===== src/rtl/vx_mul_pipe_ctrl.sv =====
// Valid/ready control shell around an enable-gated signed multiplier for RISC-V MUL/MULH/MULHSU/MULHU.
// Define MUL_OUT_BUF_EN to insert a registered 2-entry skid buffer between the pipeline tail and the output port.
module vx_mul_pipe_ctrl #(
  parameter int WIDTH     = 32,
  parameter int TAG_WIDTH = 8,
  parameter int LATENCY   = 2
) (
  input  logic                 clk,
  input  logic                 reset_n,
  input  logic                 in_valid,
  output logic                 in_ready,
  input  logic [1:0]           in_op,
  input  logic [WIDTH-1:0]     in_a,
  input  logic [WIDTH-1:0]     in_b,
  input  logic [TAG_WIDTH-1:0] in_tag,
  output logic                 out_valid,
  input  logic                 out_ready,
  output logic [WIDTH-1:0]     out_data,
  output logic [TAG_WIDTH-1:0] out_tag
);

  typedef enum logic [1:0] {OP_MUL, OP_MULH, OP_MULHSU, OP_MULHU} mul_op_e;

  if (LATENCY < 0 || LATENCY > 3) begin : g_bad_latency
    $error("vx_mul_pipe_ctrl: LATENCY must be in 0..3");
  end

  mul_op_e              op;
  logic                 a_signed, b_signed, hi_sel;
  logic [WIDTH:0]       a_ext, b_ext;
  logic [2*WIDTH-1:0]   a_wide, b_wide, product;

  logic                 tail_valid, tail_ready;
  logic [WIDTH-1:0]     tail_data;
  logic [TAG_WIDTH-1:0] tail_tag;

  // NOTE: every always_comb output gets a default on entry, so no path leaves a latch behind.
  always_comb begin
    op       = mul_op_e'(in_op);
    a_signed = (op != OP_MULHU);
    b_signed = (op == OP_MUL) || (op == OP_MULH);
    hi_sel   = (op != OP_MUL);
    a_ext    = {a_signed & in_a[WIDTH-1], in_a};
    b_ext    = {b_signed & in_b[WIDTH-1], in_b};
    // Signed (WIDTH+1)-bit product truncated to 2*WIDTH: sign-extend both operands to the result width.
    a_wide   = {{(WIDTH-1){a_ext[WIDTH]}}, a_ext};
    b_wide   = {{(WIDTH-1){b_ext[WIDTH]}}, b_ext};
  end

  if (LATENCY == 0) begin : g_comb
    assign product    = a_wide * b_wide;
    assign tail_valid = in_valid;
    assign tail_tag   = in_tag;
    assign tail_data  = hi_sel ? product[2*WIDTH-1:WIDTH] : product[WIDTH-1:0];
    assign in_ready   = tail_ready && reset_n;
  end else begin : g_pipe
    logic                 enable;
    logic [LATENCY-1:0]   valid_q, valid_d, hi_q, hi_d;
    logic [TAG_WIDTH-1:0] tag_q  [LATENCY];
    logic [TAG_WIDTH-1:0] tag_d  [LATENCY];
    logic [2*WIDTH-1:0]   prod_q [LATENCY];
    logic [2*WIDTH-1:0]   prod_d [LATENCY];

    assign product = a_wide * b_wide;
    // One enable moves product and metadata together, so they can never drift apart.
    assign enable  = !(tail_valid && !tail_ready);
    assign in_ready = enable && reset_n;

    always_comb begin
      valid_d = valid_q;
      hi_d    = hi_q;
      tag_d   = tag_q;
      prod_d  = prod_q;
      if (enable) begin
        valid_d[0] = in_valid;
        hi_d[0]    = hi_sel;
        tag_d[0]   = in_tag;
        prod_d[0]  = product;
        for (int i = 1; i < LATENCY; i++) begin
          valid_d[i] = valid_q[i-1];
          hi_d[i]    = hi_q[i-1];
          tag_d[i]   = tag_q[i-1];
          prod_d[i]  = prod_q[i-1];
        end
      end
    end

    // NOTE: sequential state uses non-blocking assignments so every flop samples pre-edge values.
    always_ff @(posedge clk or negedge reset_n) begin
      if (!reset_n) valid_q <= '0;
      else          valid_q <= valid_d;
    end

    // NOTE: payload registers carry no reset; the valid bits alone decide whether their contents matter.
    always_ff @(posedge clk) begin
      hi_q   <= hi_d;
      tag_q  <= tag_d;
      prod_q <= prod_d;
    end

    assign tail_valid = valid_q[LATENCY-1];
    assign tail_tag   = tag_q[LATENCY-1];
    assign tail_data  = hi_q[LATENCY-1] ? prod_q[LATENCY-1][2*WIDTH-1:WIDTH]
                                        : prod_q[LATENCY-1][WIDTH-1:0];
  end

`ifdef MUL_OUT_BUF_EN
  logic [1:0]           cnt_q, cnt_d;
  logic                 wr_ptr_q, wr_ptr_d, rd_ptr_q, rd_ptr_d;
  logic                 push, pop;
  logic [WIDTH-1:0]     buf_data_q [2];
  logic [WIDTH-1:0]     buf_data_d [2];
  logic [TAG_WIDTH-1:0] buf_tag_q  [2];
  logic [TAG_WIDTH-1:0] buf_tag_d  [2];

  // Readiness toward the pipe comes only from registered occupancy, breaking the out_ready -> in_ready path.
  always_comb begin
    tail_ready = (cnt_q != 2'd2);
    push       = tail_valid && tail_ready;
    pop        = (cnt_q != 2'd0) && out_ready;
    cnt_d      = cnt_q;
    wr_ptr_d   = wr_ptr_q;
    rd_ptr_d   = rd_ptr_q;
    buf_data_d = buf_data_q;
    buf_tag_d  = buf_tag_q;
    if (push) begin
      buf_data_d[wr_ptr_q] = tail_data;
      buf_tag_d[wr_ptr_q]  = tail_tag;
      wr_ptr_d             = !wr_ptr_q;
    end
    if (pop) rd_ptr_d = !rd_ptr_q;
    case ({push, pop})
      2'b10:   cnt_d = cnt_q + 2'd1;
      2'b01:   cnt_d = cnt_q - 2'd1;
      default: cnt_d = cnt_q;
    endcase
  end

  always_ff @(posedge clk or negedge reset_n) begin
    if (!reset_n) begin
      cnt_q    <= 2'd0;
      wr_ptr_q <= 1'b0;
      rd_ptr_q <= 1'b0;
    end else begin
      cnt_q    <= cnt_d;
      wr_ptr_q <= wr_ptr_d;
      rd_ptr_q <= rd_ptr_d;
    end
  end

  always_ff @(posedge clk) begin
    buf_data_q <= buf_data_d;
    buf_tag_q  <= buf_tag_d;
  end

  assign out_valid = (cnt_q != 2'd0);
  assign out_data  = buf_data_q[rd_ptr_q];
  assign out_tag   = buf_tag_q[rd_ptr_q];
`else
  assign tail_ready = out_ready;
  assign out_valid  = tail_valid && reset_n;
  assign out_data   = tail_data;
  assign out_tag    = tail_tag;
`endif

endmodule


===== config.mk =====
export PLATFORM = sky130hd
export DESIGN_NAME = vx_mul_pipe_ctrl
export DESIGN_NICKNAME = d
export VERILOG_FILES = /design/src/rtl/vx_mul_pipe_ctrl.sv
export SDC_FILE = /design/constraint.sdc
export NUM_CORES = 2
export LEC_CHECK = 0
export ABC_AREA = 1
export CORE_MARGIN = 10
export CORE_UTILIZATION = 55
export DETAILED_ROUTE_END_ITERATION = 6
export MAX_ROUTING_LAYER = met4
export PLACE_DENSITY_LB_ADDON = 0.05
export SYNTH_ARGS = -nofsm -noshare
export SYNTH_HDL_FRONTEND = slang
export SYNTH_SLANG_ARGS = --single-unit
export TNS_END_PERCENT = 10

===== constraint.sdc =====
create_clock -name clk -period 4.3 [get_ports clk]
set_input_delay 0.86 -clock clk [delete_from_list [all_inputs] [get_ports clk]]
set_output_delay 0.86 -clock clk [all_outputs]
set_load 0.01 [all_outputs]

* Word level (Yosys, flattened, before mapping)
Cells that the tools add are included.
Word-level totals: bits in registers 148, latch bits 0, RAM bits 0, memory bits (read-only) 0, input port bits 78, output and inout bits 42, word-level logic and storage cells 20, memories kept 0
Operators by class: $add $sub $neg 0, multiply operators 1, divide/modulo/power cells 0, magnitude comparators 0, eq/ne operators 2, shift-type cells 0, muxes and demuxes 1, bitwise gates (word level) 2, reductions and logical operators 8
Operators with widths (count):
- 33-bit by 33-bit multiplier with 64-bit output | 1
- 32-bit two-way mux | 1
- 1-bit logical AND | 3
- 1-bit bitwise AND | 2
- 2-bit by 1-bit == test with 1-bit output (second input constant) | 1
- 1-bit logical NOT | 2
- 2-bit logical NOT | 1
- 2-bit != test (second input constant) | 1
- 2-bit nonzero test | 1
- 1-bit logical OR | 1

* Depth between registers and ports, before layout
word-level depth 4, depth in mapped cells 35, gate-level depth less buffers 33

* Least setup slack after synthesis
No wires, ideal clock.
path type in2reg, start in in_op[0], end reg g_pipe.prod_q[121] in the netlist's numbering, data pin, library setup time 253 ps, arrival time 7968 ps, required time 4047 ps, path slack -3921 ps, stages on the path 28, path buffers 2, path through buf_2 > nand2_1 > and2_1 > clkbuf_1 > nand2_1 > fa_1 > fa_1 > inv_1 > fa_1 > inv_1 > fa_1 > inv_1 > fa_1 > fa_1 > fa_1 > inv_1 > fa_1 > inv_1 > ha_1 > inv_1 > o21ai_0 > nor2_1 > nor2_1 > or2_2 > a21oi_1 > nand3_1 > nand2_1 > nand2_1
Between the ends: longest elaborated chain between the ends 4, elaborated cells between the ends (all ways) 7, classes of those cells mul: 1; eq/ne: 2; bitwise: 2; reduce/logical: 2
RTL lines:
- start: declaration | RTL line 12 | input logic [1:0] in_op,
- 2-bit by 1-bit == test with 1-bit output / 2-bit logical NOT (equally long branches) | RTL line 41 | b_signed = (op == OP_MUL) || (op == OP_MULH);
- 1-bit logical OR | RTL line 41
- 1-bit bitwise AND | RTL line 44 | b_ext = {b_signed & in_b[WIDTH-1], in_b};
- 33-bit by 33-bit multiplier with 64-bit output * | RTL line 64 | assign product = a_wide * b_wide;
- named net product[57] | RTL line 31 | logic [2*WIDTH-1:0] a_wide, b_wide, product;
- end signal: assignment | RTL line 98 | prod_q <= prod_d;
- end: declaration | RTL line 61 | logic [2*WIDTH-1:0] prod_q [LATENCY];
The timed path passes the listed nets; every way through them passes the cells marked *. A chain may end at the register's enable or synchronous reset.

* Final worst setup path
start in in_a[13], end reg g_pipe.prod_q[126] in the netlist's numbering, data pin
Between the ends: longest elaborated chain between the ends 1
RTL lines:
- start: declaration | RTL line 13 | input logic [WIDTH-1:0] in_a,
- 33-bit by 33-bit multiplier with 64-bit output | RTL line 64
- named net product[62] | RTL line 31
The timed path passes the listed nets, and every way through them passes these cells.

==> results.md <==
- Final setup TNS: -152.90 ns
- Netlist cell types: 44
- Num rows: 104
- Number of CTS-inserted buffers: 17
- Initial Util: 0.555
- GRT Residual Overflow: 0
- CTS H-Tree Depth: 4
- Worst skew pair latency: 0.42 ns
- Synth area leader: fa_1
- Seq cells post-synth: 148
- Slew at the pin closest to its max-slew limit: 0.830 ns
- RSZ-0062 raised after global routing: true
- Final clock skew: 0.0140 ns
- Setup crit end kind: register
- Adder-cell area share of the yosys netlist: 0.563
- Starting DRT DRC Count: 2839
- Most used cell, CP: fa_1
- Setup ws final: -3.09 ns
- First-pass GRT wire length: 232 mm
- Synth top cells by count: inv_1, nand2_1, fa_1
- Largest net degree at the start of global routing: 93
- RePlAce Congestion: 0.996
- Synth Area in Simple Gates: 0.143
- Met2 GRT Util: 0.540
- Most common cell in the synthesized netlist: inv_1
- Most used routing layer: met2
- Hold Fails Final Rpt: 0
- Net Count, Synth: 6610
- Post-synth top area share: 0.504
- FFs w/ async S/R, synth: 0.0135
- Core area: 80500 µm²
- CP Launch Type: primary input
- Routed vias: 36023
- Routed vias/inst: 5.19
- M3 GR Usage: 0.0900
- Vias in the first global route: 39306
- Slew Limit Fails: 0
- Crit path buffers/inverters: 10
- Sequential-to-total area share from yosys stat: 0.0992
- Total GRT Usage: 0.340
- Met1 usage: 0.413
- Final antenna-violating net count: 0
- Area Growth Syn to Fin: 27.9%
- Largest family of logic cells by synthesized area: adder cells
- Syn Std Cell Area: 44700 µm²
- Main synth FF type: edfxtp_1
- Worst Path Arrival: 7.57 ns
- Mux contribution to synthesized area: 0.00806
- Failing checks: setup timing
- Crit-path leading delay family: adder cells
- Synth Area in XOR/XNOR: 0.00901
- Tcrit/Tclk final: 1.72
- Average wire per standard cell: 21.7 µm
- Max_cap viols: 0
- CTS Root Buffer Type: clkbuf_16
- Post-synthesis compound-gate area fraction: 0.0214
- Syn avg cell area: 8.61 µm²
- Post-route DRC violation count: 0
- Hpwl dp: 117 mm
- Chip width: 305 µm
- Port Buffers: 119
- Util after Layout: 0.710
- Final Critical Period: 7.39 ns
- Status: complete, but fails checks
- Clock-pin slew on the worst setup and hold paths: 0.07 ns
- Top Ports: 120
- CTS tree: built
- Pre-Repair DR Iteration Count: 6
- Synth Warn #: 0
- Critical path class: in -> reg
- Largest fanout on the critical path: 7
- Nets: 7268
- Hold depth: 0
- Sink Count: 148
- Die Y-Extent: 305 µm
- Finish-stage setup viols: 58
- Critical path's largest stage delay: 0.63 ns
- Slowest cell on crit path: fa_1
- Worst slew margin: 0.447
- Initial antenna violation count: 11
- DIE AREA: 93100 µm²
- EDFF count, synth: 146
- Worst endpoint required time: 4.48 ns
- Crit path depth: 27
- CTS Buffer Depth: 2
- HP Class: reg -> reg
- Top post-synthesis cells by area: fa_1, inv_1, nand2_1
- Peak Freq: 135 MHz
- Share of cells above drive strength 1: 0.236
- R2R depth: 4
- WL final: 151 mm
- Post-Syn Instances: 5195
-- stage by stage --
| step | std cells | worst slack [ns] | instance area [µm²] | hold slack [ns] |
|---|---|---|---|---|
| final | 6940 | -3.09 | 57200 | 0.415 |
| after global routing | 6937 | -3.32 | 57200 | 0.422 |
| after CTS | 6911 | -3.07 | 56300 | 0.416 |
| after floorplan | 5195 | -3.29 | 45000 | 0.400 |
| after detailed placement | 6750 | -4.20 | 52200 | 0.405 |
| after global placement | 6750 | -4.12 | 52200 | 0.400 |
-- metal layers --
metal | routed length [µm] | share of wire
met4 | 7750 | 0.051
met3 | 16100 | 0.11
met1 | 56400 | 0.37
met5 | 0 | 0
met2 | 70400 | 0.47
-- flip-flops by register name, summed over array words and instances, names as in the netlist --
signal and flops:
g_pipe.hi_q 2, g_pipe.prod_q 128, g_pipe.tag_q 8, g_pipe.valid_q 2
out_tag 8
-- final timing paths --
kind / from / end / slack, ns
worst max-delay path: in_a[13] / g_pipe.prod_q[126]$_DFFE_PN_ / -3.09
worst min-delay path: g_pipe.tag_q[11]$_DFFE_PN_ / out_tag[3]$_DFFE_PN_ / 0.41
worst max register to register: g_pipe.valid_q[1]$_DFFE_PN0N_ / g_pipe.prod_q[104]$_DFFE_PN_ / 2.46
worst min register to register: g_pipe.tag_q[11]$_DFFE_PN_ / out_tag[3]$_DFFE_PN_ / 0.41
max in group asynchronous: reset_n / g_pipe.valid_q[1]$_DFFE_PN0N_ / 3.52
min in group asynchronous: reset_n / g_pipe.valid_q[0]$_DFFE_PN0N_ / 0.63
-- logic make-up after synthesis --
kind of cell / after synthesis
simple gates: 1604
mux: 32
buf+inv: 1859
fa+ha+maj: 1337
flops: 148
compound gates: 169
xor+xnor: 46
-- cell usage in the layout (no fill, tap or decap), types with 32 or more instances in the layout --
| cell | instances |
|---|---|
| inv_2 | 59 |
| fa_2 | 68 |
| nand2_1 | 1239 |
| ha_1 | 150 |
| ha_4 | 61 |
| nand3_1 | 58 |
| nand2_2 | 75 |
| mux2_2 | 32 |
| edfxtp_1 | 146 |
| buf_6 | 54 |
| buf_12 | 105 |
| inv_1 | 1534 |
| nor2_2 | 54 |
| xor2_1 | 33 |
| nor2_1 | 73 |
| bufbuf_16 | 32 |
| clkdlybuf4s50_1 | 56 |
| a21oi_2 | 48 |
| fa_1 | 1057 |
| buf_4 | 588 |
-- final cells by class --
type	count	area (µm²)
Antenna cell	14	35.0
Sequential cell	148	4430
Multi-Input combinational cell	3189	35400
Timing Repair Buffer	899	9290
Tap cell	1060	1330
Inverter	1598	6010
Fill cell	6336	23400
Clock buffer	18	429
Clock inverter	14	219
-- timing repair --
| item | 4_1_cts | 5_1_grt |
|---|---|---|
| hold buffers | 0 | 0 |
| endpoints found under the setup margin | 59 | 59 |
| pin swaps | 168 | 125 |
| gates cloned | 35 | 0 |
| resized for setup | 588 | 190 |
| buffers inserted | 94 | 15 |
Power is left out: the tool's default activity adds up to more than one toggle a clock period on the data nets, which glitch-free logic cannot reach.
